## src/rtl/bitcnt_sched.sv

```systemverilog
// Shared CLZ/CTZ unit: round-robin arbitration of NUM_REQ requesters onto one
// 32-bit leading-zero counter, sequencing one or two passes for 64-bit ops.
module bitcnt_sched #(
    parameter int unsigned NUM_REQ = 2,
    parameter int unsigned TAG_W   = 7,
    parameter int unsigned ID_W    = $clog2(NUM_REQ)
) (
    input  logic                     clk,
    input  logic                     rst_n,
    input  logic                     flush,
    input  logic [NUM_REQ-1:0]       req_valid,
    output logic [NUM_REQ-1:0]       req_ready,
    input  logic [2*NUM_REQ-1:0]     req_op,
    input  logic [64*NUM_REQ-1:0]    req_data,
    input  logic [TAG_W*NUM_REQ-1:0] req_tag,
    output logic                     res_valid,
    input  logic                     res_ready,
    output logic [6:0]               res_count,
    output logic [ID_W-1:0]          res_id,
    output logic [TAG_W-1:0]         res_tag
);

    typedef enum logic [1:0] {StIdle, StPass1, StPass2, StDone} state_e;

    state_e             state_q, state_d;
    logic [ID_W-1:0]    rr_ptr_q, rr_ptr_d;
    logic [1:0]         op_q, op_d;
    logic [63:0]        data_q, data_d;
    logic               res_valid_q, res_valid_d;
    logic [6:0]         res_count_q, res_count_d;
    logic [ID_W-1:0]    res_id_q, res_id_d;
    logic [TAG_W-1:0]   res_tag_q, res_tag_d;

    logic               grant_found;
    logic [ID_W-1:0]    grant_idx;
    logic [ID_W-1:0]    cand;
    logic               accept;
    logic [1:0]         sel_op;
    logic [63:0]        sel_data;
    logic [TAG_W-1:0]   sel_tag;
    logic [31:0]        lzc_in;
    logic [5:0]         lzc_cnt;

    function automatic logic [31:0] rev32(input logic [31:0] v);
        logic [31:0] r;
        for (int unsigned i = 0; i < 32; i++) begin
            r[i] = v[31-i];
        end
        return r;
    endfunction

    // Round-robin pick: first valid requester after rr_ptr, wrapping around.
    always_comb begin
        grant_found = 1'b0;
        grant_idx   = '0;
        cand        = '0;
        for (int unsigned i = 1; i <= NUM_REQ; i++) begin
            cand = ID_W'((32'(rr_ptr_q) + i) % NUM_REQ);
            if (!grant_found && req_valid[cand]) begin
                grant_found = 1'b1;
                grant_idx   = cand;
            end
        end
    end

    // Grant only while idle, not flushing and out of reset.
    always_comb begin
        accept    = (state_q == StIdle) && !flush && grant_found && rst_n;
        req_ready = '0;
        for (int unsigned i = 0; i < NUM_REQ; i++) begin
            req_ready[i] = accept && (grant_idx == ID_W'(i));
        end
    end

    // Select the granted requester's operation fields.
    always_comb begin
        sel_op   = '0;
        sel_data = '0;
        sel_tag  = '0;
        for (int unsigned i = 0; i < NUM_REQ; i++) begin
            if (grant_idx == ID_W'(i)) begin
                sel_op   = req_op[2*i +: 2];
                sel_data = req_data[64*i +: 64];
                sel_tag  = req_tag[TAG_W*i +: TAG_W];
            end
        end
    end

    // Counter operand: CTZ counts leading zeros of the bit-reversed word, so the
    // low word goes first for CTZ64 and the high word first for CLZ64.
    always_comb begin
        lzc_in = data_q[31:0];
        if (state_q == StPass2) begin
            lzc_in = op_q[0] ? rev32(data_q[63:32]) : data_q[31:0];
        end else begin
            unique case (op_q)
                2'b00:        lzc_in = data_q[31:0];
                2'b10:        lzc_in = data_q[63:32];
                2'b01, 2'b11: lzc_in = rev32(data_q[31:0]);
                default:      lzc_in = data_q[31:0];
            endcase
        end
    end

    // The single shared 32-bit leading-zero counter (0..32).
    always_comb begin
        lzc_cnt = 6'd32;
        for (int unsigned i = 0; i < 32; i++) begin
            if (lzc_in[i]) begin
                lzc_cnt = 6'(31 - i);
            end
        end
    end

    // FSM next-state and registered-output update; flush overrides everything.
    always_comb begin
        state_d     = state_q;
        rr_ptr_d    = rr_ptr_q;
        op_d        = op_q;
        data_d      = data_q;
        res_valid_d = res_valid_q;
        res_count_d = res_count_q;
        res_id_d    = res_id_q;
        res_tag_d   = res_tag_q;
        if (flush) begin
            state_d     = StIdle;
            res_valid_d = 1'b0;
        end else begin
            unique case (state_q)
                StIdle: begin
                    if (accept) begin
                        state_d   = StPass1;
                        op_d      = sel_op;
                        data_d    = sel_data;
                        res_id_d  = grant_idx;
                        res_tag_d = sel_tag;
                        rr_ptr_d  = grant_idx;
                    end
                end
                StPass1: begin
                    if (op_q[1] && (lzc_cnt == 6'd32)) begin
                        state_d = StPass2;
                    end else begin
                        res_count_d = {1'b0, lzc_cnt};
                        res_valid_d = 1'b1;
                        state_d     = StDone;
                    end
                end
                StPass2: begin
                    res_count_d = 7'd32 + {1'b0, lzc_cnt};
                    res_valid_d = 1'b1;
                    state_d     = StDone;
                end
                StDone: begin
                    if (res_ready) begin
                        res_valid_d = 1'b0;
                        state_d     = StIdle;
                    end
                end
                default: state_d = StIdle;
            endcase
        end
    end

    // State registers; reset aborts any operation and clears all outputs.
    always_ff @(posedge clk or negedge rst_n) begin
        if (!rst_n) begin
            state_q     <= StIdle;
            rr_ptr_q    <= ID_W'(NUM_REQ - 1);
            op_q        <= '0;
            data_q      <= '0;
            res_valid_q <= 1'b0;
            res_count_q <= '0;
            res_id_q    <= '0;
            res_tag_q   <= '0;
        end else begin
            state_q     <= state_d;
            rr_ptr_q    <= rr_ptr_d;
            op_q        <= op_d;
            data_q      <= data_d;
            res_valid_q <= res_valid_d;
            res_count_q <= res_count_d;
            res_id_q    <= res_id_d;
            res_tag_q   <= res_tag_d;
        end
    end

    assign res_valid = res_valid_q;
    assign res_count = res_count_q;
    assign res_id    = res_id_q;
    assign res_tag   = res_tag_q;

endmodule

```

## config.mk

```make
export PLATFORM = sky130hd
export DESIGN_NAME = bitcnt_sched
export DESIGN_NICKNAME = d
export VERILOG_FILES = /design/src/rtl/bitcnt_sched.sv
export SDC_FILE = /design/constraint.sdc
export NUM_CORES = 1
export LEC_CHECK = 0
export CORE_MARGIN = 2
export CORE_UTILIZATION = 30
export DETAILED_ROUTE_END_ITERATION = 12
export DONT_BUFFER_PORTS = 1
export SYNTH_ARGS = -nofsm -noshare
export SYNTH_HDL_FRONTEND = slang
export SYNTH_SLANG_ARGS = --single-unit
```

## constraint.sdc

```tcl
create_clock -name clk -period 4.6 [get_ports clk]
set_input_delay 0.23 -clock clk [delete_from_list [all_inputs] [get_ports clk]]
set_output_delay 0.23 -clock clk [all_outputs]
set_load 0.02 [all_outputs]
```

# Yosys cells after proc, flatten, opt, wreduce, memory -nomap -nowiden

Cells that the tools add are included.

Bitwise logic cells: 2
Reductions and logical operators: 18
Add/sub/neg operators: 3
Multiplexer cells: 57
Order comparisons: 2
Eq/ne operators: 11

Operators by type and width:

| cell                                                 | count |
|---|---|
| two-way mux 6 bit                                    | 32 |
| case mux 32 bit (3 select lines)                     | 1 |
| two-way mux 32 bit                                   | 2 |
| two-way mux 64 bit                                   | 1 |
| two-way mux 7 bit                                    | 2 |
| case mux 7 bit (2 select lines)                      | 1 |
| two-way mux 1 bit                                    | 12 |
| != test 3 bit (second input constant)                | 3 |
| AND reduction 3 bit                                  | 3 |
| equality test 2 bit (second input constant)          | 4 |
| two-way mux 2 bit                                    | 4 |
| case mux 2 bit (4 select lines)                      | 1 |
| adder 6 x 6 -> 7 bit (first input constant)          | 1 |
| logical AND 1 bit                                    | 7 |
| equality test 6 bit (second input constant)          | 1 |
| equality test 2 x 1 -> 1 bit (second input constant) | 2 |
| logical NOT 2 bit                                    | 2 |
| < comparator 1 x 2 -> 1 bit (second input constant)  | 2 |
| nonzero test 4 bit                                   | 1 |
| case mux 1 bit (3 select lines)                      | 1 |
| adder 1 bit (second input constant)                  | 2 |
| logical NOT 1 bit                                    | 2 |
| != test 2 bit (second input constant)                | 1 |
| inverter 1 bit                                       | 2 |
| other kinds (3)                                      | 3 |

Word-level logic and storage cells: 101
Register bits after elaboration: 85
Output and inout bits: 18

# Depth between registers and ports, before layout

Depth in word-level cells: 41
Gate-level depth with buffers: 13

# Least setup slack after synthesis

Ideal clock, no wire load.

Path kind: register to register
Start: reg state_q[0]
End: reg res_count_q[5], in the netlist res_count[5]
Cell stages (with the launch flop): 12
Clock period less this slack: 3182 ps
Arrival time: 3057 ps
Path slack: 1418 ps
Path buffers: 2
Data required time: 4475 ps
Path through: dfrtp_1 -> inv_1 -> ha_1 -> buf_2 -> buf_2 -> a211oi_1 -> a211o_1 -> or4b_1 -> or2_2 -> nor2_1 -> ha_1 -> mux2_4

Longest elaborated chain between the ends: 38

Ends and longest elaborated chain:

| item                                                        | RTL line | text |
|---|---|---|
| start, declared                                             | 25       | `state_e state_q, state_d;` |
| start signal, assigned                                      | 168      | `state_q <= StIdle;` |
| start signal, assigned                                      | 177      | `state_q <= state_d;` |
| branches (longest 38 deep; another with two-way mux 32 bit) | -        |  |
| end signal, assigned                                        | 182      | `res_count_q <= res_count_d;` |
| end, declared                                               | 30       | `logic [6:0] res_count_q, res_count_d;` |

Several ways; the timed one is not identified. The select of a mux whose other input is x is not followed.
A chain may end at the register's enable or synchronous reset.

# Worst setup path after layout

Start: reg state_q[0]
End: reg res_count_q[1], in the netlist res_count[1]

The elaborated chain is that of the path after synthesis.

==> summary.log <==
qor: sta.report.final.setup_viol 0
qor: cells_and_area.final_net_count 792
qor: sta.finalClockSkew 0.00962 ns
qor: placement.numPortBuffers 0
qor: cts.clock_tree.buffer_depth 2
qor: sta.drv_slew 0
qor: power.vdd_ir_drop_max 273 uV
qor: worst_setup_path.crit_path_arrival_time 3.95 ns
qor: logic_synthesis.synth.avg_cell_area 9.16 um^2
qor: worst_setup_path.start_kind flip-flop
qor: worst_setup_path.crit_required 4.83 ns
qor: power.seqPwrFrac 0.328
qor: cts.ctsHtreeMaxLevel 3
qor: detailed_routing.drt-vias-per-instance 5.32
qor: detailed_routing.wl_per_cell 19.1 um
qor: detailed_routing.firstDrtPassIters 7
qor: worst_setup_path.slowest_delay 0.54 ns
qor: placement.post-dp-hpwl 13000 um
qor: global_route.track_usage 0.164
qor: sta.fin_setup_tns 0 ns
qor: cts.cts_buffers 9
qor: power.combinational_fraction_of_design_power 0.528
qor: power.cellPowerDensity 790 nW/um^2
qor: cells_and_area.layout.filler_cells 2035
qor: logic_synthesis.synth_xor_xnor_area_share 0
qor: hold_path.hp-class in2reg
qor: power.switch_share 0.468
qor: sta.finalCritPeriodShare 0.809
qor: run_status.run_status completed
qor: logic_synthesis.yosys-mux-area-fraction 0.252
qor: cts.clk_pin_slew_worst_paths 0.06 ns
qor: logic_synthesis.number_of_synthesized_flops_with_an_enable_pin 0
qor: detailed_routing.num_vias 4819
qor: floorplanning.floorplan.die.width 146 um
qor: worst_setup_path.crit_path_top_delay_cell sky130_fd_sc_hd__or4b_4
qor: detailed_routing.drtIter0Drc 334
qor: placement.place.gp.congestion 0.921
qor: cts.cts_num_sinks 85
qor: floorplanning.core.rowCount 51
qor: worst_setup_path.worst-setup-path-type reg2reg
qor: sta.relative_slew_slack 0.374
qor: floorplanning.ports 170
qor: logic_synthesis.synth_top_family_by_area multiplexers
qor: floorplanning.floorplan.die.height 146 um
qor: worst_setup_path.crit_path_cell_trace inv_1 -> ha_2 -> buf_4 -> and3b_1 -> a211o_1 -> a22oi_1 -> or4b_4 -> nor4_4 -> a211oi_4 -> mux2_4
qor: worst_setup_path.launching_instance_or_port_of_the_critical_path state_q[0]
qor: sta.tightestPinTransition 0.939 ns
qor: logic_synthesis.synthMostInstantiatedCell sky130_fd_sc_hd__mux2i_1
qor: logic_synthesis.synth.top_cells.by_count sky130_fd_sc_hd__mux2i_1, sky130_fd_sc_hd__nand2_1, sky130_fd_sc_hd__o21ai_0
qor: cts.clockRootBuffer sky130_fd_sc_hd__clkbuf_16
qor: sta.grt_setup_unrepaired false
qor: detailed_routing.detail_route.wirelength 17300 um
qor: logic_synthesis.netlist_top_cells_area sky130_fd_sc_hd__dfrtp_1, sky130_fd_sc_hd__mux2i_1, sky130_fd_sc_hd__o21ai_0
qor: worst_setup_path.critPathMaxFanout 24
qor: floorplanning.die_area 21200 um^2
qor: logic_synthesis.postSynthRegisterBits 85
qor: global_route.antenna_found_initial 1
qor: power.clock_power_share 0.143
qor: worst_setup_path.timing.critical_path.to_type flip-flop
qor: logic_synthesis.yosysTopAreaCell sky130_fd_sc_hd__dfrtp_1
qor: logic_synthesis.ys.flop_type sky130_fd_sc_hd__dfrtp_1
qor: worst_setup_path.worst_r2r_startpoint state_q[0]
qor: power.power.net_switching 2.44 mW
qor: logic_synthesis.synthCells 657
qor: cts.cts_tree built
qor: cts.clk-insertion-delay-late 0.36 ns
qor: logic_synthesis.async_reset_ff_frac 1.00
qor: global_route.grt_start_max_net_pins 86
qor: hold_path.min_from flush
qor: logic_synthesis.synth_compound_area_frac 0.187
qor: cells_and_area.area.sequential 2130 um^2
qor: floorplanning.floorplan.initialDensity 0.307
qor: cells_and_area.antenna_cells 0
qor: run.number_of_max_cap_violations 0
qor: detailed_routing.detail_route.drc_violations 0
qor: cts.cts_setup_buffers 0
qor: sta.hold_violations 0
qor: logic_synthesis.netlist-cell-type-count 61
qor: power.power_leakage 2.83 nW
qor: global_route.wire_length_of_the_first_global_routing_pass 27000 um
qor: sta.timing.fmax 0.269 GHz
qor: logic_synthesis.synth_fp_nets 814
qor: cells_and_area.post_route_cells_drive_above_1_share 0.102
qor: logic_synthesis.area_share_of_and_or_nand_nor_cells_after_synthesis 0.152
qor: global_route.first_global_vias 4627
qor: global_route.globalRouteOverflowTotal 0
qor: logic_synthesis.synthesis.yosys.warnings 0
qor: logic_synthesis.post_synthesis_adder_cell_area_fraction 0.0104
qor: logic_synthesis.sequential_element_share_of_the_synthesized_area 0.354
qor: cells_and_area.multi_input_area 3640 um^2
qor: floorplanning.core 19600 um^2
qor: logic_synthesis.post_syn_area 6020 um^2
qor: logic_synthesis.post-synth-top-area-fraction 0.349
qor: sta.post-route-min-period 3.72 ns
qor: sta.min_hold_slack 0.0525 ns
qor: detailed_routing.postRouteAntennaNets 0
qor: cells_and_area.layout-area-overhead-vs-synth 9.75%
qor: power.intPower 2.78 mW
[worst paths after layout]
path | to | slack, ns | depth (start not counted)
max | res_count[1] | 0.88 | 10
min | res_valid | 0.05 | 2
max reg2reg | res_count[1] | 0.88 | 10
min reg2reg | data_q[22] | 0.52 | 2
max in group asynchronous | rr_ptr_q | 3.78 | 2
min in group asynchronous | data_q[61] | 0.46 | 2
[stage by stage]
| stage | cells | util | power, mW | setup WS [ns] | cell area [um^2] |
|---|---|---|---|---|---|
| after CTS | 905 | 0.337 | 5.24 | 0.887 | 6610 |
| after global placement | 886 | 0.319 | 4.43 | 0.996 | 6260 |
| after detailed placement | 886 | 0.319 | 4.44 | 0.893 | 6260 |
| after global routing | 905 | 0.337 | 5.65 | 0.617 | 6610 |
| after floorplan | 657 | - | 3.66 | 1.42 | 6020 |
| final | 905 | 0.337 | 5.22 | 0.879 | 6610 |
[layout make-up]
type	instances	area share
multi-input cells	506	0.551
clock buffers	10	0.0347
clock inverters	6	0.0108
flip-flops and latches	85	0.322
repair buffers	15	0.0208
well taps	265	0.0502
inverters	18	0.0102
[logic make-up (layout without fill, tap and decap cells)]
family | Yosys count | count (layout)
buffers and inverters | 66 | 49
multiplexers | 137 | 137
AND/OR/NAND/NOR | 185 | 185
flip-flops | 85 | 85
AO/OA/AOI/OAI | 179 | 179
adder cells (fa/ha/maj) | 5 | 5
[power groups by stage]
stage	registers, mW	clock network, mW	logic (mW)
2_1_floorplan	1.45	0	2.21
3_3_place_gp	1.73	0	2.69
3_5_place_dp	1.73	0	2.71
4_1_cts	1.72	0.772	2.75
5_1_grt	1.77	0.809	3.07
6_report	1.71	0.748	2.76
[registers in the layout, indices dropped and copies added (netlist names)]
register / count
res_id: 1
res_valid: 1
res_tag: 7
data_q: 64
op_q: 2
state_q: 2
rr_ptr_q: 1
res_count: 7
[metal layers]
| layer | vias up | global-route usage | wire (um) |
|---|---|---|---|
| met2 | 139 | 0.276 | 8540 |
| met5 | - | 0 | 0 |
| met4 | 0 | 0.0686 | 487 |
| met3 | 26 | 0.0329 | 851 |
| li1 | 2352 | - | - |
| met1 | 2302 | 0.204 | 7380 |
[cell usage in the layout (no fill, tap or decap), types with 12 or more instances in the layout]
cell type,n
sky130_fd_sc_hd__o21ai_0,93
sky130_fd_sc_hd__buf_4,12
sky130_fd_sc_hd__dfrtp_1,83
sky130_fd_sc_hd__mux2i_1,104
sky130_fd_sc_hd__nand2_1,94
sky130_fd_sc_hd__inv_1,16
sky130_fd_sc_hd__a211oi_1,17
sky130_fd_sc_hd__nor2_1,23
[critical path, delay by kind of cell, from the launching register on]
kind | cells | cell delay (ns)
AO/OA/AOI/OAI | 3 | 0.72
AND/OR/NAND/NOR | 3 | 1.18
adder cells (fa/ha/maj) | 1 | 0.49
buffers and inverters | 2 | 0.47
flip-flops | 1 | 0.41
multiplexers | 1 | 0.32
[repair_timing]
action,in CTS,in global routing
hold buffers,3,0
endpoints found under the hold margin,88,0
gates resized for setup,0,0
Note: power is estimated with default switching activity, not from simulation.
